$ cat src/rtl/ctrl_pkg.sv
// Shared types and encodings for the multi-cycle MIPS controller.
// State enum, opcode/funct codes, ALU op codes and mux select encodings.
package ctrl_pkg;

    typedef enum logic [3:0] {
        S_FETCH    = 4'd0,
        S_DECODE   = 4'd1,
        S_MEMADR   = 4'd2,
        S_MEMRD    = 4'd3,
        S_MEMWB    = 4'd4,
        S_MEMWR    = 4'd5,
        S_RTYPE_EX = 4'd6,
        S_RTYPE_WB = 4'd7,
        S_ADDI_EX  = 4'd8,
        S_ADDI_WB  = 4'd9,
        S_BEQ_EX   = 4'd10,
        S_JUMP_EX  = 4'd11
    } state_t;

    typedef enum logic [1:0] {
        AM_ADD   = 2'd0,
        AM_SUB   = 2'd1,
        AM_FUNCT = 2'd2
    } alu_mode_t;

    localparam logic [5:0] OP_RTYPE = 6'b000000;
    localparam logic [5:0] OP_LW    = 6'b100011;
    localparam logic [5:0] OP_SW    = 6'b101011;
    localparam logic [5:0] OP_ADDI  = 6'b001000;
    localparam logic [5:0] OP_BEQ   = 6'b000100;
    localparam logic [5:0] OP_J     = 6'b000010;

    localparam logic [5:0] FN_ADD = 6'b100000;
    localparam logic [5:0] FN_AND = 6'b100100;
    localparam logic [5:0] FN_OR  = 6'b100101;
    localparam logic [5:0] FN_SUB = 6'b100010;
    localparam logic [5:0] FN_SLT = 6'b101010;

    localparam logic [2:0] ALU_ADD = 3'b000;
    localparam logic [2:0] ALU_AND = 3'b100;
    localparam logic [2:0] ALU_OR  = 3'b010;
    localparam logic [2:0] ALU_SUB = 3'b011;
    localparam logic [2:0] ALU_SLT = 3'b111;

    localparam logic [1:0] SRCB_RT    = 2'b00;
    localparam logic [1:0] SRCB_FOUR  = 2'b01;
    localparam logic [1:0] SRCB_IMM   = 2'b10;
    localparam logic [1:0] SRCB_IMMSH = 2'b11;

    localparam logic [1:0] PC_ALU    = 2'b00;
    localparam logic [1:0] PC_ALUOUT = 2'b01;
    localparam logic [1:0] PC_JUMP   = 2'b10;

    function automatic logic funct_legal(input logic [5:0] f);
        return (f == FN_ADD) || (f == FN_AND) || (f == FN_OR) ||
               (f == FN_SUB) || (f == FN_SLT);
    endfunction

endpackage

$ cat src/rtl/alu_decoder.sv
// Combinational ALU op decoder: mode (add/sub/funct) + funct -> alu_op.
// Ports: mode, funct[5:0] in; alu_op[OP_W-1:0] out (3-bit code zero-extended).
module alu_decoder
    import ctrl_pkg::*;
#(
    parameter int OP_W = 3
) (
    input  alu_mode_t        mode,
    input  logic [5:0]       funct,
    output logic [OP_W-1:0]  alu_op
);

    logic [2:0] base;

    always_comb begin
        base = ALU_ADD;
        unique case (mode)
            AM_SUB: base = ALU_SUB;
            AM_FUNCT: begin
                case (funct)
                    FN_ADD:  base = ALU_ADD;
                    FN_AND:  base = ALU_AND;
                    FN_OR:   base = ALU_OR;
                    FN_SUB:  base = ALU_SUB;
                    FN_SLT:  base = ALU_SLT;
                    default: base = ALU_ADD;
                endcase
            end
            default: base = ALU_ADD;
        endcase
    end

    always_comb begin
        alu_op      = '0;
        alu_op[2:0] = base;
    end

endmodule

$ cat src/rtl/multicycle_controller.sv
// Multi-cycle MIPS control FSM: sequences fetch/decode/execute/mem/wb,
// drives datapath strobes and mux selects, flags illegal ops, counts retires.
// Ports: clk, rst, instr[31:0], mem_ready, zero in; datapath controls,
// alu_op, illegal, instr_count[CNT_W-1:0], state[3:0] out.
module multicycle_controller
    import ctrl_pkg::*;
#(
    parameter int OP_W          = 3,
    parameter int MEM_HANDSHAKE = 1,
    parameter int EN_BRANCH     = 1,
    parameter int CNT_W         = 32
) (
    input  logic              clk,
    input  logic              rst,
    input  logic [31:0]       instr,
    input  logic              mem_ready,
    input  logic              zero,
    output logic [OP_W-1:0]   alu_op,
    output logic              regwrite,
    output logic              regdst,
    output logic              memtoreg,
    output logic              alusrc_a,
    output logic [1:0]        alusrc_b,
    output logic              mem_read,
    output logic              mem_write,
    output logic              iord,
    output logic              irwrite,
    output logic              pcwrite,
    output logic [1:0]        pc_src,
    output logic              illegal,
    output logic [CNT_W-1:0]  instr_count,
    output logic [3:0]        state
);

    state_t     state_q;
    state_t     state_d;
    logic [5:0] op_q;
    logic [5:0] fn_q;
    logic [CNT_W-1:0] cnt_q;
    alu_mode_t  mode;
    logic       mr;
    logic       retire;
    logic       dec_bad;
    logic       unused_instr;

    assign unused_instr = ^instr[25:6];

    assign mr = (MEM_HANDSHAKE != 0) ? mem_ready : 1'b1;

    assign retire = (state_q == S_MEMWB) ||
                    (state_q == S_MEMWR && mr) ||
                    (state_q == S_RTYPE_WB) ||
                    (state_q == S_ADDI_WB) ||
                    (state_q == S_BEQ_EX) ||
                    (state_q == S_JUMP_EX);

    always_ff @(posedge clk or posedge rst) begin
        if (rst) begin
            state_q <= S_FETCH;
            op_q    <= '0;
            fn_q    <= '0;
            cnt_q   <= '0;
        end else begin
            state_q <= state_d;
            if (state_q == S_DECODE) begin
                op_q <= instr[31:26];
                fn_q <= instr[5:0];
            end
            if (retire) begin
                cnt_q <= cnt_q + CNT_W'(1);
            end
        end
    end

    // DECODE steers on the live instr; later states see only op_q/fn_q.
    always_comb begin
        state_d   = state_q;
        dec_bad   = 1'b0;
        mode      = AM_ADD;
        regwrite  = 1'b0;
        regdst    = 1'b0;
        memtoreg  = 1'b0;
        alusrc_a  = 1'b0;
        alusrc_b  = SRCB_RT;
        mem_read  = 1'b0;
        mem_write = 1'b0;
        iord      = 1'b0;
        irwrite   = 1'b0;
        pcwrite   = 1'b0;
        pc_src    = PC_ALU;
        illegal   = 1'b0;
        unique case (state_q)
            S_FETCH: begin
                mem_read = 1'b1;
                alusrc_b = SRCB_FOUR;
                if (mr) begin
                    irwrite = 1'b1;
                    pcwrite = 1'b1;
                    state_d = S_DECODE;
                end
            end
            S_DECODE: begin
                alusrc_b = SRCB_IMMSH;
                case (instr[31:26])
                    OP_LW, OP_SW: state_d = S_MEMADR;
                    OP_RTYPE: begin
                        if (funct_legal(instr[5:0])) state_d = S_RTYPE_EX;
                        else dec_bad = 1'b1;
                    end
                    OP_ADDI: state_d = S_ADDI_EX;
                    OP_BEQ: begin
                        if (EN_BRANCH != 0) state_d = S_BEQ_EX;
                        else dec_bad = 1'b1;
                    end
                    OP_J: begin
                        if (EN_BRANCH != 0) state_d = S_JUMP_EX;
                        else dec_bad = 1'b1;
                    end
                    default: dec_bad = 1'b1;
                endcase
                if (dec_bad) begin
                    illegal = 1'b1;
                    state_d = S_FETCH;
                end
            end
            S_MEMADR: begin
                alusrc_a = 1'b1;
                alusrc_b = SRCB_IMM;
                state_d  = (op_q == OP_LW) ? S_MEMRD : S_MEMWR;
            end
            S_MEMRD: begin
                mem_read = 1'b1;
                iord     = 1'b1;
                if (mr) state_d = S_MEMWB;
            end
            S_MEMWB: begin
                regwrite = 1'b1;
                memtoreg = 1'b1;
                state_d  = S_FETCH;
            end
            S_MEMWR: begin
                mem_write = 1'b1;
                iord      = 1'b1;
                if (mr) state_d = S_FETCH;
            end
            S_RTYPE_EX: begin
                alusrc_a = 1'b1;
                mode     = AM_FUNCT;
                state_d  = S_RTYPE_WB;
            end
            S_RTYPE_WB: begin
                regwrite = 1'b1;
                regdst   = 1'b1;
                state_d  = S_FETCH;
            end
            S_ADDI_EX: begin
                alusrc_a = 1'b1;
                alusrc_b = SRCB_IMM;
                state_d  = S_ADDI_WB;
            end
            S_ADDI_WB: begin
                regwrite = 1'b1;
                state_d  = S_FETCH;
            end
            S_BEQ_EX: begin
                alusrc_a = 1'b1;
                mode     = AM_SUB;
                pc_src   = PC_ALUOUT;
                pcwrite  = zero;
                state_d  = S_FETCH;
            end
            S_JUMP_EX: begin
                pc_src  = PC_JUMP;
                pcwrite = 1'b1;
                state_d = S_FETCH;
            end
            default: state_d = S_FETCH;
        endcase
        // Strobes are held low for the whole reset pulse, so an in-flight
        // store is dropped immediately rather than at the next edge.
        if (rst) begin
            regwrite  = 1'b0;
            mem_read  = 1'b0;
            mem_write = 1'b0;
            irwrite   = 1'b0;
            pcwrite   = 1'b0;
            illegal   = 1'b0;
        end
    end

    alu_decoder #(
        .OP_W (OP_W)
    ) u_alu_dec (
        .mode   (mode),
        .funct  (fn_q),
        .alu_op (alu_op)
    );

    assign instr_count = cnt_q;
    assign state       = state_q;

endmodule

$ cat config.mk
export PLATFORM = sky130hd
export DESIGN_NAME = multicycle_controller
export DESIGN_NICKNAME = d
export VERILOG_FILES = /design/src/rtl/ctrl_pkg.sv /design/src/rtl/alu_decoder.sv /design/src/rtl/multicycle_controller.sv
export SDC_FILE = /design/constraint.sdc
export NUM_CORES = 1
export LEC_CHECK = 0
export ABC_CLOCK_PERIOD_IN_PS = 2850
export CORE_AREA = 3 3 79 81
export CTS_BUF_LIST = sky130_fd_sc_hd__clkbuf_4
export DETAILED_ROUTE_END_ITERATION = 10
export DIE_AREA = 0 0 82 84
export PLACE_DENSITY_LB_ADDON = 0.2
export SLEW_MARGIN = 20
export SYNTH_ARGS = -nofsm -noshare
export SYNTH_HDL_FRONTEND = slang
export SYNTH_SLANG_ARGS = --single-unit
export TNS_END_PERCENT = 30
$ cat constraint.sdc
create_clock -name clk -period 2.85 [get_ports clk]
set_input_delay 0.57 -clock clk [delete_from_list [all_inputs] [get_ports clk]]
set_output_delay 0.57 -clock clk [all_outputs]
set_load 0.05 [all_outputs]
==> flow_metrics.py, run 1 <==
metrics = {
    "status": {
        "status": "completed",
    },
    "setup_path": {
        "crit_path_start_kind": "register",
        "crit_arrival_ns": 2.12,
        "slowest_stage": "clkdlybuf4s50_1",
        "worst-path-max-fanout": 14,
        "r2r-start": "state[0]",
        "crit_type": "register to output pin",
        "worstPathRequired_ns": 2.28,
        "critPathLaunch": "state[1]",
        "rrSetupSlack_ns": 0.67,
        "worstSetupEndpointType": "output pin",
        "endpoint": "memtoreg",
        "cp_cell_sequence": "buf_4, nand2b_1, nor3_1, clkdlybuf4s50_1",
        "cpPeakStageDelay_ns": 0.83,
        "r2r_cells": 7,
        "r2r-end": "instr_count[25]",
    },
    "grt": {
        "antenna_found_initial": 0,
        "grt_max_degree": 49,
        "grt_overflow": 0,
        "gr-usage-all-layers_pct": 17.55,
        "grt_first_pass_wirelength_mm": 9.680,
        "grt_pass1_vias": 2135,
    },
    "sta": {
        "finClkSkew_ns": 0.01435,
        "slew_viol_final": 0,
        "clock.fmax_mhz": 371.5,
        "setup_ws_ns": 0.1582,
        "setup_tns_ns": 0,
        "setup_viol_count_final": 0,
        "hold_viol": 0,
        "finalCriticalPeriod_ns": 2.692,
        "rsz0062_at_grt": "true",
        "fin_crit_sh_pct": 94.45,
        "whs_ns": 0.4940,
        "slew-limit-headroom_pct": 60.58,
        "worstMarginPinSlew_ns": 0.5912,
    },
    "synth": {
        "postSynth.asyncResetShare_pct": 100.0,
        "syn-cell-area_mm2": 0.002580,
        "syn-num-nets": 294,
        "yosysSeqAreaShare_pct": 46.56,
        "syn_area_per_cell_um2": 10.12,
        "synthFlopType": "dfrtp_1",
        "synth_cell_types": 37,
        "ys_ff_latch": 48,
        "postSynthCellCount": 255,
        "synth_edf_count": 0,
        "yosysWarnings": 0,
    },
    "clock_network": {
        "clock_latency_ns": 0.36,
        "cts.sinks": 48,
        "h-tree-depth": 2,
        "ctsHoldBuffers": 0,
        "cts_tree": "done",
        "cts_inserted_buffers": 5,
        "clkTransAtPathRegs_ns": 0.14,
        "cts_buffer_depth": 2,
        "root_buffer": "clkbuf_4",
    },
    "finish": {
        "flow.area_growth_from_synthesis_pct": 38.02,
        "diodes": 0,
        "drive_gt1_share_pct": 18.26,
        "nFillCells": 469,
        "final_nets": 372,
        "postLayoutCoreUtil_pct": 64.27,
    },
    "die": {
        "initial_core_util_pct": 46.57,
        "die_w_um": 82,
        "rows": 27,
        "die_h_um": 84,
        "die-area_mm2": 0.006888,
        "core_area_mm2": 0.005540,
        "io_pins": 89,
    },
    "routing": {
        "drt_iter0_drc": 128,
        "drc_errors": 0,
        "post_drt_wl_per_cell_um": 14.12,
        "drtAntennaViolNets": 0,
        "via_count": 2155,
        "wl_mm": 5.734,
        "viasPerCell": 5.308,
        "drtPass1Iterations": 4,
    },
    "place": {
        "pre_cts_slack_ns": 0.1891,
        "portBuffers": 68,
        "finalWeightedCongestion": 0.8046,
        "hpwl_mm": 4.190,
    },
    "run": {
        "cap_violations": 0,
    },
    "hold_path": {
        "hp-class": "register to register",
        "hold_depth": 1,
    },
    "power": {
        "p_leak_nw": 1.471,
        "p_per_area_mw_per_mm2": 508.3,
        "vdd_ir_drop_max_mv": 0.3408,
    },
}
[Yosys cell counts (2+ instances only)]
cell,number,area [um2]
a21oi_1,9,45.04
a31oi_1,3,18.77
and2_1,4,25.02
and3_1,11,68.82
and4_1,5,43.79
buf_2,3,15.01
buf_4,2,15.01
clkbuf_1,6,22.52
dfrtp_1,48,1201
ha_1,3,37.54
inv_1,5,18.77
mux2_2,13,146.4
mux2i_1,2,20.02
nand2_1,17,63.81
nand2b_1,7,43.79
nand3_1,14,70.07
nand4_1,13,81.33
nand4b_1,2,17.52
nor2_1,16,60.06
nor2b_1,7,43.79
nor3_1,6,30.03
nor3_2,2,20.02
nor3b_1,2,15.01
nor4_1,3,18.77
o21ai_0,8,40.04
o22ai_1,2,12.51
xnor2_1,28,245.2
xor2_1,5,43.79
[final cells by class]
class | count | area, um2 | area share, %
multi-input cells | 191 | 1334 | 37.46
flip-flops and latches | 48 | 1204 | 33.80
repair buffers | 82 | 830.8 | 23.33
well taps | 72 | 90.09 | 2.530
clock inverters | 3 | 42.54 | 1.195
clock buffers | 5 | 37.54 | 1.054
inverters | 5 | 22.52 | 0.6325
[kinds of logic (layout without fill, tap and decap cells)]
logic type               Yosys count  count (layout)  synth area share (%)
XOR/XNOR                          33              33                 11.20
buffers and inverters             16              95                 2.764
adder cells (fa/ha/maj)            3               3                 1.455
flip-flops                        48              48                 46.56
AND/OR/NAND/NOR                  113             113                 24.69
multiplexers                      15              15                 6.450
AO/OA/AOI/OAI                     27              27                 6.887
[registers in the layout (all words and copies together), names as in the netlist]
| signal | count |
|---|---|
| instr_count | 32 |
| state | 4 |
| op_q | 6 |
| fn_q | 6 |
[through the flow]
step / std cells / total power [mW] / area [um2]
detailed placement: 395 / 1.426 / 3443
floorplan: 255 / 1.236 / 2597
CTS: 403 / 1.832 / 3523
global route: 406 / 1.921 / 3561
finish: 406 / 1.810 / 3561
global placement: 395 / 1.412 / 3443
[cell usage in the layout, fill, tap and decap left out, types with 6 or more instances in the layout]
| cell | count |
|---|---|
| xnor2_1 | 28 |
| clkdlybuf4s50_1 | 56 |
| and3_1 | 11 |
| dfrtp_1 | 46 |
| buf_4 | 20 |
| a21oi_1 | 9 |
| nand4_1 | 13 |
| buf_12 | 6 |
| nand3_1 | 14 |
| nand2_1 | 17 |
| nor2_1 | 14 |
| nand2b_1 | 7 |
| o21ai_0 | 8 |
| mux2_2 | 13 |
[repair_timing]
item	CTS	global route
setup buffers	0	3
setup endpoints to repair	0	4
endpoints found under the hold margin	0	0
resized for setup	0	5
[worst max-delay path, delay by kind of cell, from the launching register on]
| kind | cells | cell delay (ns) |
|---|---|---|
| buf+inv | 2 | 1.02 |
| flops | 1 | 0.44 |
| simple gates | 2 | 0.31 |
[where the power goes]
part	leakage, nW	internal, mW	switching (mW)	total [mW]
registers	0.632	0.776	0.0811	0.857
clock network	0.0428	0.184	0.212	0.395
logic	0.795	0.243	0.315	0.558
[worst min-delay path by stage]
stage                          startpoint              end
after global placement    instr_count[31]  instr_count[31]
after global routing      instr_count[31]  instr_count[31]
after floorplan                   op_q[1]          op_q[1]
final                     instr_count[31]  instr_count[31]
after CTS                 instr_count[31]  instr_count[31]
after detailed placement  instr_count[31]  instr_count[31]
[layer usage]
layer	share of wire [%]	wire, um	global-route usage, %
met5	0	0	0
met3	4.5	258	3.780
met4	0.96	55	4.079
met1	47	2701	23.70
met2	47	2719	28.51
(Power assumes the default switching activity.)
==> run 2, diff against run 1 <==
- ABC_AREA: default -> 1
- CORE_AREA: 3 3 79 81 -> 3 3 84 86
- DIE_AREA: 0 0 82 84 -> 0 0 87 89
==> flow_metrics.py, run 2 <==
metrics = {
    "status": {
        "status": "completed",
    },
    "synth": {
        "yosysWarnings": 0,
        "yosysSeqAreaShare_pct": 37.71,
        "syn-cell-area_mm2": 0.003186,
        "synth_edf_count": 0,
        "yosysTopAreaCellShare_pct": 37.71,
        "synth.area.top_cells": "dfrtp_1 38%, nand2_1 25%, nor2_1 8.6%",
        "syn_area_per_cell_um2": 6.283,
        "synthFlopType": "dfrtp_1",
        "netlist_top_cells_count": "209 x nand2_1, 73 x nor2_1, 59 x inv_1, 48 x dfrtp_1, 28 x nand3_1",
        "ys_ff_latch": 48,
        "synth_cell_types": 21,
        "postSynthCellCount": 507,
        "postSynth.asyncResetShare_pct": 100.0,
        "synth_top_area_cell": "dfrtp_1",
        "synth_most_common_cell": "nand2_1",
        "syn-num-nets": 546,
    },
    "sta": {
        "clock.fmax_mhz": 369.5,
        "setup_ws_ns": 0.1434,
        "fin_crit_sh_pct": 94.97,
        "finClkSkew_ns": 0.01175,
        "finalCriticalPeriod_ns": 2.707,
        "worstMarginPinSlew_ns": 0.6016,
        "setup_viol_count_final": 0,
        "hold_viol": 0,
        "slew-limit-headroom_pct": 59.90,
        "slew_viol_final": 0,
    },
    "grt": {
        "grt_pass1_vias": 3211,
        "antenna_found_initial": 0,
        "gr-usage-all-layers_pct": 21.88,
        "grt_first_pass_wirelength_mm": 13.72,
        "grt_overflow": 0,
        "grt_max_degree": 48,
    },
    "setup_path": {
        "crit_path_start_kind": "register",
        "r2r_cells": 8,
        "crit_arrival_ns": 2.14,
        "crit_type": "register to output pin",
        "worst-path-max-fanout": 4,
        "rrSetupSlack_ns": 1.05,
        "critPathLaunch": "state[2]",
        "critical_path_depth": 4,
        "cp_cell_sequence": "nor2_1, nand2_1, nand2_1, clkdlybuf4s50_1",
        "slowest_stage": "clkdlybuf4s50_1",
        "r2r-start": "instr_count[1]",
        "worstPathRequired_ns": 2.28,
        "worstSetupEndpointType": "output pin",
        "cpPeakStageDelay_ns": 0.80,
        "crit_buf_inv": 1,
        "endpoint": "iord",
        "r2r-end": "instr_count[18]",
        "path_common_cell": "nand2_1",
        "cp_top_family": "buffers and inverters",
    },
    "place": {
        "pre_cts_slack_ns": 0.3549,
        "finalWeightedCongestion": 0.9562,
        "portBuffers": 68,
        "hpwl_mm": 6.019,
        "place_area_mm2": 0.003950,
    },
    "die": {
        "die-area_mm2": 0.007743,
        "die_w_um": 87,
        "die_h_um": 89,
        "initial_core_util_pct": 50.17,
        "core_area_mm2": 0.006350,
        "io_pins": 89,
        "rows": 29,
    },
    "routing": {
        "drtAntennaViolNets": 0,
        "via_count": 3326,
        "post_drt_wl_per_cell_um": 12.08,
        "drt_iter0_drc": 156,
        "routed-wl-met2_mm": 3.865,
        "wl_mm": 7.974,
        "viasPerCell": 5.039,
        "top_layer": "met4",
        "wl_met1_mm": 3.480,
        "drc_errors": 0,
        "wl_met3_um": 463,
        "drtPass1Iterations": 6,
    },
    "power": {
        "p_per_area_mw_per_mm2": 583.8,
        "vdd_ir_drop_max_mv": 0.6778,
        "totalPowerFinal_mw": 2.378,
        "p_leak_nw": 1.953,
    },
    "finish": {
        "drive_gt1_share_pct": 9.262,
        "layout_commonest_cell": "nand2_1",
        "final_nets": 621,
        "fin_area_mm2": 0.004073,
        "nFillCells": 585,
        "diodes": 0,
        "flow.area_growth_from_synthesis_pct": 27.85,
        "layout_common_cells": "207 x nand2_1, 71 x nor2_1, 58 x inv_1",
        "largest_reg_flops": 32,
    },
    "clock_network": {
        "cts_buffer_depth": 2,
        "cts_inserted_buffers": 5,
        "clkTransAtPathRegs_ns": 0.13,
        "ctsHoldBuffers": 0,
        "clock_latency_ns": 0.36,
        "cts_tree": "done",
        "root_buffer": "clkbuf_4",
        "cts.sinks": 48,
        "h-tree-depth": 2,
    },
    "hold_path": {
        "hp-class": "register to register",
    },
    "run": {
        "cap_violations": 0,
    },
}
[run 2: worst register-to-register path: cells and delay by family (launching register included)]
kind | cells | cell delay [ns]
adders and majority gates | 1 | 0.23
and+or+nand+nor | 7 | 1.05
DFF | 1 | 0.42
[run 2: power by group]
| part | total (mW) | switching (mW) | leakage, nW | internal, mW |
|---|---|---|---|---|
| Combinational | 1.13 | 0.789 | 1.28 | 0.339 |
| Clock | 0.309 | 0.218 | 0.0324 | 0.0912 |
| Sequential | 0.940 | 0.121 | 0.637 | 0.819 |
[run 2: per-layer routing]
metal / vias to the layer above / track usage (%)
li1: 1704 / -
met4: 0 / 8.074
met1: 1508 / 26.99
met2: 96 / 37.89
met5: - / 0
met3: 18 / 4.424
[run 2: metrics by stage]
| step | setup TNS [ns] | utilization (%) | cells | hold WS (ns) |
|---|---|---|---|---|
| 2_1_floorplan | -0.3960 | - | 507 | 0.4422 |
| 3_3_place_gp | 0 | 62.21 | 647 | 0.4561 |
| 3_5_place_dp | 0 | 62.21 | 647 | 0.4642 |
| 4_1_cts | 0 | 63.13 | 656 | 0.4954 |
| 5_1_grt | -0.02018 | 64.14 | 660 | 0.5219 |
| 6_report | 0 | 64.14 | 660 | 0.4919 |
[run 2: kinds of logic after synthesis]
| group | Yosys count | share of synthesized area [%] |
|---|---|---|
| and+or+nand+nor | 341 | 44.23 |
| buffers and inverters | 76 | 9.819 |
| DFF | 48 | 37.71 |
| AOI/OAI and AO/OA | 31 | 4.870 |
| xor gates and xnor gates | 8 | 2.200 |
| adders and majority gates | 3 | 1.178 |
[run 2: what timing repair did]
item	4_1_cts	5_1_grt
endpoints found under the setup margin	3	4
setup buffers	1	4
gates cloned	0	0
resized for setup	3	9
pin swaps	0	6
[run 2: worst min-delay path by stage]
stage                  from  cells after the start  slack [ns]  endpoint
floorplan           op_q[0]                      2        0.44   op_q[0]
global placement    fn_q[4]                      2        0.46   fn_q[4]
detailed placement  fn_q[4]                      2        0.46   fn_q[4]
CTS                 fn_q[4]                      2        0.50   fn_q[4]
global route        fn_q[4]                      2        0.52   fn_q[4]
finish              fn_q[4]                      2        0.49   fn_q[4]
[run 2: final cells by class]
class                           instances  area [um2]  area share, %
Multi-Input combinational cell        383        1710          42.00
Sequential cell                        48        1204          29.55
Timing Repair Buffer                   76       752.0          18.46
Inverter                               68       259.0          6.359
Tap cell                               77       96.34          2.366
Clock buffer                            5       37.54         0.9217
Clock inverter                          3       13.76         0.3379
